$ cat config.mk
export PLATFORM = sky130hd
export DESIGN_NAME = vga_timing_ctrl_flat
export DESIGN_NICKNAME = d
export VERILOG_FILES = /design/src/rtl/vga_timing_ctrl_if.sv /design/src/rtl/vga_timing_ctrl.sv /design/src/flat_wrapper.sv
export SDC_FILE = /design/constraint.sdc
export NUM_CORES = 1
export LEC_CHECK = 0
export CORE_UTILIZATION = 43
export DETAILED_ROUTE_END_ITERATION = 12
export GPL_TIMING_DRIVEN = 0
export PLACE_DENSITY_LB_ADDON = 0.08
export SLEW_MARGIN = 5
export SYNTH_ARGS = -nofsm -noshare
export SYNTH_HDL_FRONTEND = slang
export SYNTH_SLANG_ARGS = --single-unit
$ cat constraint.sdc
create_clock -name sys_clk -period 3.69 [get_ports sys_clk]
set_input_delay 0.369 -clock sys_clk [delete_from_list [all_inputs] [get_ports sys_clk]]
set_output_delay 0.369 -clock sys_clk [all_outputs]
set_load 0.1 [all_outputs]
$ cat src/rtl/vga_timing_ctrl_if.sv
// rtl/vga_timing_ctrl_if.sv - pixel request/return handshake between the timing controller and the pattern source
interface vga_timing_ctrl_if #(
  parameter int DATA_W = 30
);
  logic              pix_req;
  logic [9:0]        pix_x;
  logic [9:0]        pix_y;
  logic [DATA_W-1:0] pix_data;
  logic              pix_valid;

  modport master (output pix_req, pix_x, pix_y, input pix_data, pix_valid);
  modport slave  (input pix_req, pix_x, pix_y, output pix_data, pix_valid);
endinterface

$ cat src/rtl/vga_timing_ctrl.sv
// rtl/vga_timing_ctrl.sv - VGA raster timing, pixel request sequencing and DAC-side output stage
module vga_timing_ctrl #(
  parameter int H_ACTIVE = 640,
  parameter int H_FP     = 16,
  parameter int H_SYNC   = 96,
  parameter int H_BP     = 48,
  parameter int V_ACTIVE = 480,
  parameter int V_FP     = 10,
  parameter int V_SYNC   = 2,
  parameter int V_BP     = 33,
  parameter int DATA_W   = 30
) (
  input  logic                sys_clk,
  input  logic                sys_rst,
  input  logic                en,
  vga_timing_ctrl_if.master   pix,
  output logic [DATA_W-1:0]   data_to_screen,
  output logic                HSYNC,
  output logic                FSYNC,
  output logic                BLANK,
  output logic                SYNC,
  output logic                frame_start,
  output logic                underflow,
  input  logic                clr_underflow
);

  localparam logic [11:0] H_LAST     = 12'(H_ACTIVE + H_FP + H_SYNC + H_BP - 1);
  localparam logic [11:0] V_LAST     = 12'(V_ACTIVE + V_FP + V_SYNC + V_BP - 1);
  localparam logic [11:0] H_ACT_END  = 12'(H_ACTIVE);
  localparam logic [11:0] V_ACT_END  = 12'(V_ACTIVE);
  localparam logic [11:0] H_SYNC_BEG = 12'(H_ACTIVE + H_FP);
  localparam logic [11:0] H_SYNC_END = 12'(H_ACTIVE + H_FP + H_SYNC);
  localparam logic [11:0] V_SYNC_BEG = 12'(V_ACTIVE + V_FP);
  localparam logic [11:0] V_SYNC_END = 12'(V_ACTIVE + V_FP + V_SYNC);

  typedef enum logic [1:0] {
    IDLE,
    RUN,
    STOPPING
  } state_t;

  state_t      state;
  state_t      state_nxt;
  logic [11:0] h_cnt;
  logic [11:0] v_cnt;
  logic        h_last;
  logic        v_last;
  logic        running;
  logic        active_c;
  logic        hsync_c;
  logic        vsync_c;
  logic        pix_req_c;
  logic        act_d;

  assign h_last   = (h_cnt == H_LAST);
  assign v_last   = (v_cnt == V_LAST);
  assign running  = (state != IDLE);
  assign active_c = (h_cnt < H_ACT_END) && (v_cnt < V_ACT_END);
  assign hsync_c  = !((h_cnt >= H_SYNC_BEG) && (h_cnt < H_SYNC_END));
  assign vsync_c  = !((v_cnt >= V_SYNC_BEG) && (v_cnt < V_SYNC_END));

  always_ff @(posedge sys_clk) begin
    if (sys_rst) begin
      state <= IDLE;
    end else begin
      state <= state_nxt;
    end
  end

  // A stop request only takes effect on the last pixel of a frame, so a frame is never cut short.
  always_comb begin
    state_nxt = state;
    pix_req_c = 1'b0;
    case (state)
      IDLE:     if (en) state_nxt = RUN;
      RUN:      if (!en) state_nxt = STOPPING;
      STOPPING: begin
        if (en) begin
          state_nxt = RUN;
        end else if (h_last && v_last) begin
          state_nxt = IDLE;
        end
      end
      default:  state_nxt = IDLE;
    endcase
    pix_req_c = running && active_c;
  end

  always_ff @(posedge sys_clk) begin
    if (sys_rst || !running) begin
      h_cnt <= '0;
      v_cnt <= '0;
    end else if (h_last) begin
      h_cnt <= '0;
      v_cnt <= v_last ? 12'd0 : v_cnt + 12'd1;
    end else begin
      h_cnt <= h_cnt + 12'd1;
    end
  end

  assign pix.pix_req = pix_req_c;
  assign pix.pix_x   = running ? h_cnt[9:0] : 10'd0;
  assign pix.pix_y   = running ? v_cnt[9:0] : 10'd0;

  // Output stage lags the counters by one cycle so it lines up with the returned pixel.
  always_ff @(posedge sys_clk) begin
    if (sys_rst) begin
      act_d       <= 1'b0;
      HSYNC       <= 1'b1;
      FSYNC       <= 1'b1;
      frame_start <= 1'b0;
      underflow   <= 1'b0;
    end else begin
      act_d       <= pix_req_c;
      HSYNC       <= running ? hsync_c : 1'b1;
      FSYNC       <= running ? vsync_c : 1'b1;
      frame_start <= running && (h_cnt == 12'd0) && (v_cnt == 12'd0);
      if (act_d && !pix.pix_valid) begin
        underflow <= 1'b1;
      end else if (clr_underflow) begin
        underflow <= 1'b0;
      end
    end
  end

  assign BLANK          = act_d;
  assign SYNC           = 1'b0;
  assign data_to_screen = (act_d && pix.pix_valid) ? pix.pix_data : '0;

endmodule
$ cat src/flat_wrapper.sv
// flat-port wrapper written by rule: the top's interface ports become plain ports
module vga_timing_ctrl_flat 
#(
  parameter int H_ACTIVE = 640,
  parameter int H_FP     = 16,
  parameter int H_SYNC   = 96,
  parameter int H_BP     = 48,
  parameter int V_ACTIVE = 480,
  parameter int V_FP     = 10,
  parameter int V_SYNC   = 2,
  parameter int V_BP     = 33,
  parameter int DATA_W   = 30
)
  (sys_clk, sys_rst, en, data_to_screen, HSYNC, FSYNC, BLANK, SYNC, frame_start, underflow, clr_underflow, pix_pix_req, pix_pix_x, pix_pix_y, pix_pix_data, pix_pix_valid);
  vga_timing_ctrl_if #(.DATA_W(DATA_W)) pix_i ();
  input  logic sys_clk;
  input  logic sys_rst;
  input  logic en;
  output logic [DATA_W-1:0] data_to_screen;
  output logic HSYNC;
  output logic FSYNC;
  output logic BLANK;
  output logic SYNC;
  output logic frame_start;
  output logic underflow;
  input  logic clr_underflow;
  output wire logic [$bits(pix_i.pix_req)-1:0] pix_pix_req;
  output wire logic [$bits(pix_i.pix_x)-1:0] pix_pix_x;
  output wire logic [$bits(pix_i.pix_y)-1:0] pix_pix_y;
  input wire logic [$bits(pix_i.pix_data)-1:0] pix_pix_data;
  input wire logic [$bits(pix_i.pix_valid)-1:0] pix_pix_valid;
  assign pix_pix_req = pix_i.pix_req;
  assign pix_pix_x = pix_i.pix_x;
  assign pix_pix_y = pix_i.pix_y;
  assign pix_i.pix_data = pix_pix_data;
  assign pix_i.pix_valid = pix_pix_valid;
  vga_timing_ctrl #(.H_ACTIVE(H_ACTIVE), .H_FP(H_FP), .H_SYNC(H_SYNC), .H_BP(H_BP), .V_ACTIVE(V_ACTIVE), .V_FP(V_FP), .V_SYNC(V_SYNC), .V_BP(V_BP), .DATA_W(DATA_W)) u_core (.sys_clk(sys_clk), .sys_rst(sys_rst), .en(en), .pix(pix_i), .data_to_screen(data_to_screen), .HSYNC(HSYNC), .FSYNC(FSYNC), .BLANK(BLANK), .SYNC(SYNC), .frame_start(frame_start), .underflow(underflow), .clr_underflow(clr_underflow));
endmodule
After elaboration in Yosys (flattened, before gate mapping)
Cells that the tools add are included.
{ "totals": {"inputBits": 35, "memories": 0, "output_inout_bits": 57, "word_cells": 57, "register_bits": 31, "latch_bits": 0, "mem_bits_ro": 0, "ram_bits": 0} }
{ "classes": {"n_lt_le_gt_ge": 6, "add_sub_neg": 2, "muxes": 11, "n_div": 0, "n_reduce_logical": 22, "shift": 0, "eq_ne": 7, "multipliers": 0, "bitwise": 1} }
{ "ops": {"columns": ["op", "n"], "rows": [
  ["2-to-1 mux 30 bit", 1],
  ["adder 12 x 1 -> 12 bit, second input constant", 2],
  ["equality test 12 x 10 -> 1 bit, second input constant", 2],
  ["zero test 12 bit", 2],
  ["less-than comparator 12 x 10 -> 1 bit, second input constant", 2],
  ["less-than comparator 12 x 9 -> 1 bit, second input constant", 2],
  ["2-to-1 mux 10 bit", 2],
  [">= comparator 12 x 10 -> 1 bit, second input constant", 1],
  [">= comparator 12 x 9 -> 1 bit, second input constant", 1],
  ["2-to-1 mux 12 bit", 1],
  ["logical AND 1 bit", 9],
  ["2-to-1 mux 2 bit", 4],
  ["case mux 2 bit (3 select lines)", 1],
  ["zero test 1 bit", 4],
  ["!= test 2 bit, second input constant", 2],
  ["nonzero test 2 bit", 2],
  ["OR reduction 2 bit", 2],
  ["!= test 3 x 2 -> 1 bit, second input constant", 1],
  ["AND reduction 3 bit", 1],
  ["equality test 2 x 1 -> 1 bit, second input constant", 1],
  ["equality test 2 bit, second input constant", 1],
  ["zero test 2 bit", 1],
  ["2-to-1 mux 1 bit", 2],
  ["logical OR 1 bit", 1],
  ["NOT 1 bit", 1]
]} }

Depth between registers and ports, before layout
Gate-level depths: netlist (run 1).
{ "depth": {"depth_word": 5, "mapped_depth": 8, "mapped_depth_nobuf": 6} }

Worst setup path after synthesis (run 1)
OpenSTA, ideal clock, no wires.
{ "synth_timing": {"path_type": "flip-flop to output port", "from": "reg u_core.state[0]", "to": "out pix_pix_req", "slack_ns": 0.415, "t_arrival_ns": 2.906, "path_stages_with_launch": 4, "path_cell_list": "dfxtp_1 nor2_1 or4_1 nor3_1"} }
{ "synth_via": {"elab_chain_len": 2} }
{ "synth_lines": {"columns": ["element", "line", "source"], "rows": [
  ["start: declaration", "vga_timing_ctrl.sv:42", "state_t state;"],
  ["start signal: assignment", "vga_timing_ctrl.sv:66", "state <= state_nxt;"],
  ["nonzero test 2 bit", "vga_timing_ctrl.sv:57", "assign running = (state != IDLE);"],
  ["logical AND 1 bit", "vga_timing_ctrl.sv:86", "pix_req_c = running && active_c;"],
  ["end: declaration", "flat_wrapper.sv:27", "output wire logic [$bits(pix_i.pix_req)-1:0] pix_pix_req;"]
]} }
No other way between the ends.

Worst setup path in the final report (run 1)
Same ends and word-level chain as after synthesis.

==> results.yml, run 1 <==
run_status:
  status: "completed"
clock_tree:
  post_cts_hold_buffer_count: 0
  cts.path.max_buffers: 2
  clk_transition_reported_paths_ns: 0.06
  htreeDepth: 2
  clock_sinks: 31
  post_cts.repair.setup_buffers: 0
  cts_resized: 0
  total_clock_buffers_created_by_cts: 5
  clock_latency_ns: 0.29
  cts_root_buf: "clkbuf_8"
  cts_tree: "done"
global_routing:
  grt_pass1_vias: 1696
  antenna_found_initial: 0
  wire_length_of_the_first_global_routing_pass_um: 7880
  groute.usage.overall_pct: 23.9
  grt_max_degree: 11
  globalRouteOverflowTotal: 0
power:
  power_frac_clock_pct: 34.9
  ir_drop_worst_vdd_mv: 0.196
  pwr_density_cell_nw_per_um2: 274
  sw_frac_of_total_pct: 30.7
  p_int_w: 0.000541
  seqPwrFrac_pct: 43.7
  p_leak_nw: 1.05
  share_comb_of_total_power_pct: 21.4
  switching_power_w: 0.000240
critical_path:
  worst_r2r_startpoint: "u_core.h_cnt[0]"
  rrSetupSlack_ns: 1.24
  worstSetupStartpointType: "flop"
  endpoint: "pix_pix_req"
  wp_buf_inv: 1
  cp-startpoint: "u_core.state[0]"
  cpMaxStageDelayCell: "clkdlybuf4s50_1"
  cell_family_with_the_largest_share_of_critical_path_delay: "buffers and inverters"
  timing.setup.critical_path_class: "reg -> out"
  r2r_end: "u_core.h_cnt[5]"
  worstPathRequired_ns: 3.32
  setup.worst_path.end_class: "output port"
  crit_fanout: 6
  critical_path.cell_chain: "nor2_1 -> or4_1 -> nor3_1 -> clkdlybuf4s50_1"
  ff2ff_path_depth: 8
  timing.critical_path.arrival_ns: 2.60
  cp.depth: 4
  maximum_single_stage_delay_on_the_critical_path_ns: 1.19
timing:
  timing.final.setup_violations: 0
  fin_worst_hold_slack_ns: 0.447
  grt_setup_unrepaired: "no"
  setup-tns-final_ns: 0
  max_slew.worst_pin.slew_ns: 1.01
  finalClockSkew_ns: 0.00548
  timing.final.crit_share_pct: 80.5
  timing.slew.headroom_pct: 32.5
  timing_max_transition_violations_final: 0
  max_clock_freq_ghz: 0.336
  period_needed_ns: 2.97
  report.final.hold_viol_count: 0
final_layout:
  fill_cells: 360
  multi_input_comb_area_um2: 1090
  drive_gt1_share_pct: 3.93
  syn2layout_area_growth_pct: 57.6
  register_area_um2: 621
  antennaDiodeCount: 0
  final_nets: 370
  layout.cell_area.non_filler_um2: 2850
synth:
  post_synthesis_instance_area_um2: 1810
  syn-mean-instance-area_um2: 7.69
  synthesis.instances: 235
  dominant_cell_type_by_area_after_synthesis: "dfxtp_1"
  synth_top_area_share_pct: 34.3
  synth.net_count: 274
  synth_area_leaders: "dfxtp_1, and3_1, nor2b_1, nor2_1, xnor2_1"
  synth.distinct_cells: 32
  number_of_warnings_reported_in_the_yosys_synthesis_log: 0
  synth_seq_area_share_pct: 34.3
  flip_flop_and_latch_count_after_synthesis: 31
placed_design:
  dp_hpwl_um: 4100
  placement.cell_area_um2: 2760
  place_congestion: 0.843
  port_buffers: 89
worst_hold_path:
  hold_path.class: "in -> reg"
run:
  max-cap-violations: 0
drt:
  detail_route.vias_per_cell: 5.28
  via_count: 2011
  routed_wire_length_per_instance_um: 14.5
  drt_iter0_drc: 73
  drcViolationCount: 0
  antenna_violating_nets_post_route: 0
  drt_pre_antenna_iters: 4
  routed_wl_um: 5510
die:
  starting_density_of_the_core_pct: 44.8
  row_count: 23
  die_area_um2: 4460
  die_h_um: 66.8
  dieWidth_um: 66.8
  core_area_um2: 4030
  top_level_ports: 92
layer usage:
layer	track usage (%)	part of all wire [%]
met1	28.4	44
met2	40.7	49
met4	8.78	1.3
met5	0	0
met3	6.68	5.2
worst min-delay path by stage:
stage	depth (start not counted)	slack, ns	endpoint	from
finish	2	0.45	u_core.underflow	sys_rst
global route	2	0.48	u_core.underflow	sys_rst
CTS	2	0.45	u_core.underflow	sys_rst
detailed placement	2	0.47	u_core.underflow	u_core.underflow
global placement	2	0.46	u_core.underflow	u_core.underflow
floorplan	1	0.44	u_core.state[0]	u_core.state[1]
cells in the final DEF, fill, tap and decap left out, types with 4 or more instances in the layout:
master / count
clkbuf_8: 6
inv_1: 7
or4_1: 7
and3_1: 31
nor2_1: 21
nor3_1: 6
dfxtp_1: 31
ha_1: 4
buf_2: 4
nand4_1: 8
nand2_1: 14
nand2b_1: 4
nand3_1: 6
o21ai_0: 8
clkdlybuf4s50_1: 89
nor2b_1: 17
xor2_1: 4
o31ai_1: 4
nor4_1: 6
clkbuf_1: 12
a21oi_1: 11
or3_1: 6
xnor2_1: 7
through the flow:
step | power (W) | instances | utilization, % | worst slack (ns)
after CTS | 0.000787 | 381 | 70.7 | 0.716
after global routing | 0.000807 | 381 | 70.7 | 0.610
after global placement | 0.000514 | 374 | 68.5 | 0.818
after detailed placement | 0.000516 | 374 | 68.5 | 0.777
final | 0.000781 | 381 | 70.7 | 0.718
after floorplan | 0.000452 | 235 | - | 0.415
state kept, by name, summed over array words and instances (netlist names):
name / flops
u_core.BLANK: 1
u_core.underflow: 1
u_core.FSYNC: 1
u_core.frame_start: 1
u_core.h_cnt: 12
u_core.state: 2
u_core.HSYNC: 1
u_core.v_cnt: 12
power groups by stage:
| stage | registers, W | logic [W] | clock network (W) |
|---|---|---|---|
| 4_1_cts | 0.000341 | 0.000168 | 0.000278 |
| 3_5_place_dp | 0.000349 | 0.000167 | 0 |
| 3_3_place_gp | 0.000348 | 0.000165 | 0 |
| 5_1_grt | 0.000342 | 0.000174 | 0.000291 |
| 6_report | 0.000341 | 0.000167 | 0.000273 |
| 2_1_floorplan | 0.000359 | 0.0000927 | 0 |
layout make-up:
cell class                      instances  area share, %
Buffer                                 17           2.55
Clock buffer                            6           2.90
Clock inverter                          1          0.176
Inverter                                7          0.923
Multi-Input combinational cell        180           38.2
Sequential cell                        31           21.8
Tap cell                               50           2.20
Timing Repair Buffer                   89           31.3
cell families (layout without fill, tap and decap cells):
family          after synthesis  count (layout)  share of synthesized area [%]
other cells                   1               1                          0.208
compound gates               27              27                           8.66
flops                        31              31                           34.3
xor+xnor                     11              11                           5.33
simple gates                137             137                           43.2
fa+ha+maj                     4               4                           2.77
buf+inv                      24             120                           5.47
cells in the mapped netlist, drive strengths merged:
library cell  count
and3             31
dfxtp            31
nor2             21
nor2b            17
nand2            14
clkbuf           12
a21oi            11
nand4             8
o21ai             8
inv               7
or4               7
xnor2             7
nand3             6
nor3              6
nor4              6
or3               6
buf               5
ha                4
nand2b            4
o31ai             4
xor2              4
and2              3
and4              3
a211oi            2
nand4b            2
a21boi            1
conb              1
nor3b             1
o41ai             1
or2               1
or4b              1
(Power assumes the default switching activity.)
==> run 2: changes to the inputs <==
--- a/config.mk
+++ b/config.mk
@@ -5,7 +5,7 @@
 export SDC_FILE = /design/constraint.sdc
 export NUM_CORES = 1
 export LEC_CHECK = 0
-export CORE_UTILIZATION = 43
+export CORE_UTILIZATION = 40
 export DETAILED_ROUTE_END_ITERATION = 12
 export GPL_TIMING_DRIVEN = 0
 export PLACE_DENSITY_LB_ADDON = 0.08
==> constraint.sdc (replaced) <==
create_clock -name sys_clk -period 2.8 [get_ports sys_clk]
set_input_delay 0.28 -clock sys_clk [delete_from_list [all_inputs] [get_ports sys_clk]]
set_output_delay 0.28 -clock sys_clk [all_outputs]
set_load 0.1 [all_outputs]
==> results.yml, run 2 (synthesized netlist as in run 1, its figures left out) <==
placed_design:
  port_buffers: 89
  place_congestion: 0.794
  placement.cell_area_um2: 2770
  dp_hpwl_um: 4020
die:
  top_level_ports: 92
  row_count: 24
  core_area_um2: 4350
  die_area_um2: 4790
  die_h_um: 69.2
  starting_density_of_the_core_pct: 41.5
  dieWidth_um: 69.2
clock_tree:
  total_clock_buffers_created_by_cts: 5
  clk_transition_reported_paths_ns: 0.06
  cts.path.max_buffers: 2
  post_cts_hold_buffer_count: 0
  htreeDepth: 2
  clock_sinks: 31
  clock_latency_ns: 0.28
  cts_root_buf: "clkbuf_8"
  cts_tree: "done"
  post_cts.repair.setup_buffers: 0
global_routing:
  grt_max_degree: 11
  antenna_found_initial: 0
  groute.usage.overall_pct: 22.4
  grt_pass1_vias: 1812
  globalRouteOverflowTotal: 0
  wire_length_of_the_first_global_routing_pass_um: 8850
timing:
  max_clock_freq_ghz: 0.370
  report.final.hold_viol_count: 0
  finalClockSkew_ns: 0.00839
  timing.final.crit_share_pct: 96.6
  max_slew.worst_pin.slew_ns: 0.999
  grt_setup_unrepaired: "no"
  timing.final.setup_violations: 0
  period_needed_ns: 2.70
  timing.slew.headroom_pct: 33.2
  setup-tns-final_ns: 0
  timing_max_transition_violations_final: 0
worst_hold_path:
  hold-path-endpoint: "u_core.underflow"
  hold_path.class: "in -> reg"
  timing.hold.worst.start: "sys_rst"
  instance_count_along_the_most_critical_hold_path: 2
power:
  ir_drop_worst_vdd_mv: 0.325
  pwr_density_cell_nw_per_um2: 365
  power_frac_clock_pct: 37.2
  p_int_w: 0.000743
  seqPwrFrac_pct: 42.3
  p_leak_nw: 1.40
  sw_frac_of_total_pct: 30.1
  share_comb_of_total_power_pct: 20.6
  switching_power_w: 0.000321
critical_path:
  ff2ff_path_depth: 8
  worstPathRequired_ns: 2.52
  timing.critical_path.arrival_ns: 2.42
  rrSetupSlack_ns: 0.36
  r2r_end: "u_core.h_cnt[6]"
  worstSetupStartpointType: "input pin"
  timing.setup.critical_path_class: "in -> out"
  setup.worst_path.end_class: "output port"
  worst_r2r_startpoint: "u_core.h_cnt[0]"
  crit_fanout: 10
drt:
  routed_wire_length_per_instance_um: 14.1
  antenna_violating_nets_post_route: 0
  routed_wl_um: 5410
  drt_iter0_drc: 126
  via_count: 1993
  detail_route.vias_per_cell: 5.19
  drt_pre_antenna_iters: 4
  drcViolationCount: 0
run:
  max-cap-violations: 0
final_layout:
  drive_gt1_share_pct: 4.52
  layout.cell_area.non_filler_um2: 2920
  layout_common_cells: "clkdlybuf4s50_1, and3_1, dfxtp_1"
  layout_top_registers: "u_core.h_cnt (12), u_core.v_cnt (12), u_core.state (2)"
  most_common_library_cell_in_the_layout_ignoring_fill_and_taps: "clkdlybuf4s50_1"
  syn2layout_area_growth_pct: 61.4
  fill_cells: 388
  multi_input_comb_area_um2: 1090
  antennaDiodeCount: 0
  final_nets: 370
  register_area_um2: 621
run_status:
  status: "completed"
[run 2: how the worst max path moves through the flow]
| stage | to | start | depth (start not counted) |
|---|---|---|---|
| floorplan | pix_pix_req | u_core.state[0] | 3 |
| global placement | data_to_screen[10] | pix_pix_valid | 4 |
| detailed placement | data_to_screen[17] | pix_pix_valid | 4 |
| CTS | pix_pix_x[7] | u_core.state[0] | 4 |
| global route | data_to_screen[17] | pix_pix_valid | 4 |
| finish | data_to_screen[28] | pix_pix_valid | 4 |
[run 2: final cells by class]
class	count	area share, %
Buffer	17	2.49
Tap cell	52	2.23
Clock inverter	1	0.258
Timing Repair Buffer	89	32.1
Clock buffer	7	3.30
Multi-Input combinational cell	180	37.5
Sequential cell	31	21.3
Inverter	7	0.901
[run 2: what timing repair did]
action / CTS / global route
gates resized for setup: 1 / 18
pin swaps: 0 / 0
endpoints found under the setup margin: 1 / 18
[run 2: per-stage QoR]
step                      setup slack [ns]  util [%]  instances  hold slack [ns]  total power (W)
after floorplan                      0.459         -        235            0.358         0.000596
after global placement               0.105      63.6        376            0.461         0.000677
after detailed placement             0.102      63.6        376            0.466         0.000679
after CTS                           0.0422      65.9        384            0.388          0.00107
after global routing                0.0225      67.0        384            0.402          0.00110
final                               0.0955      67.0        384            0.378          0.00106
[run 2: power groups by stage]
stage	clock (W)	combinational [W]	sequential, W
floorplan	0	0.000122	0.000474
CTS	0.000404	0.000219	0.000450
global placement	0	0.000217	0.000459
detailed placement	0	0.000219	0.000460
global route	0.000421	0.000229	0.000450
finish	0.000395	0.000219	0.000450
[run 2: critical path, stage by stage]
cell and delay [ns]:
clkdlybuf4s50_1 0.52, clkbuf_1 0.29, and3_1 0.21, clkdlybuf4s50_1 1.13
[run 2: per-layer routing]
layer  up-vias  share of wire (%)  GRT usage, %
li1       1024                  -             -
met5         -                  0             0
met1       901                 43          26.6
met4         0               0.54          5.44
met2        64                 51          39.9
met3         4                5.7          5.81
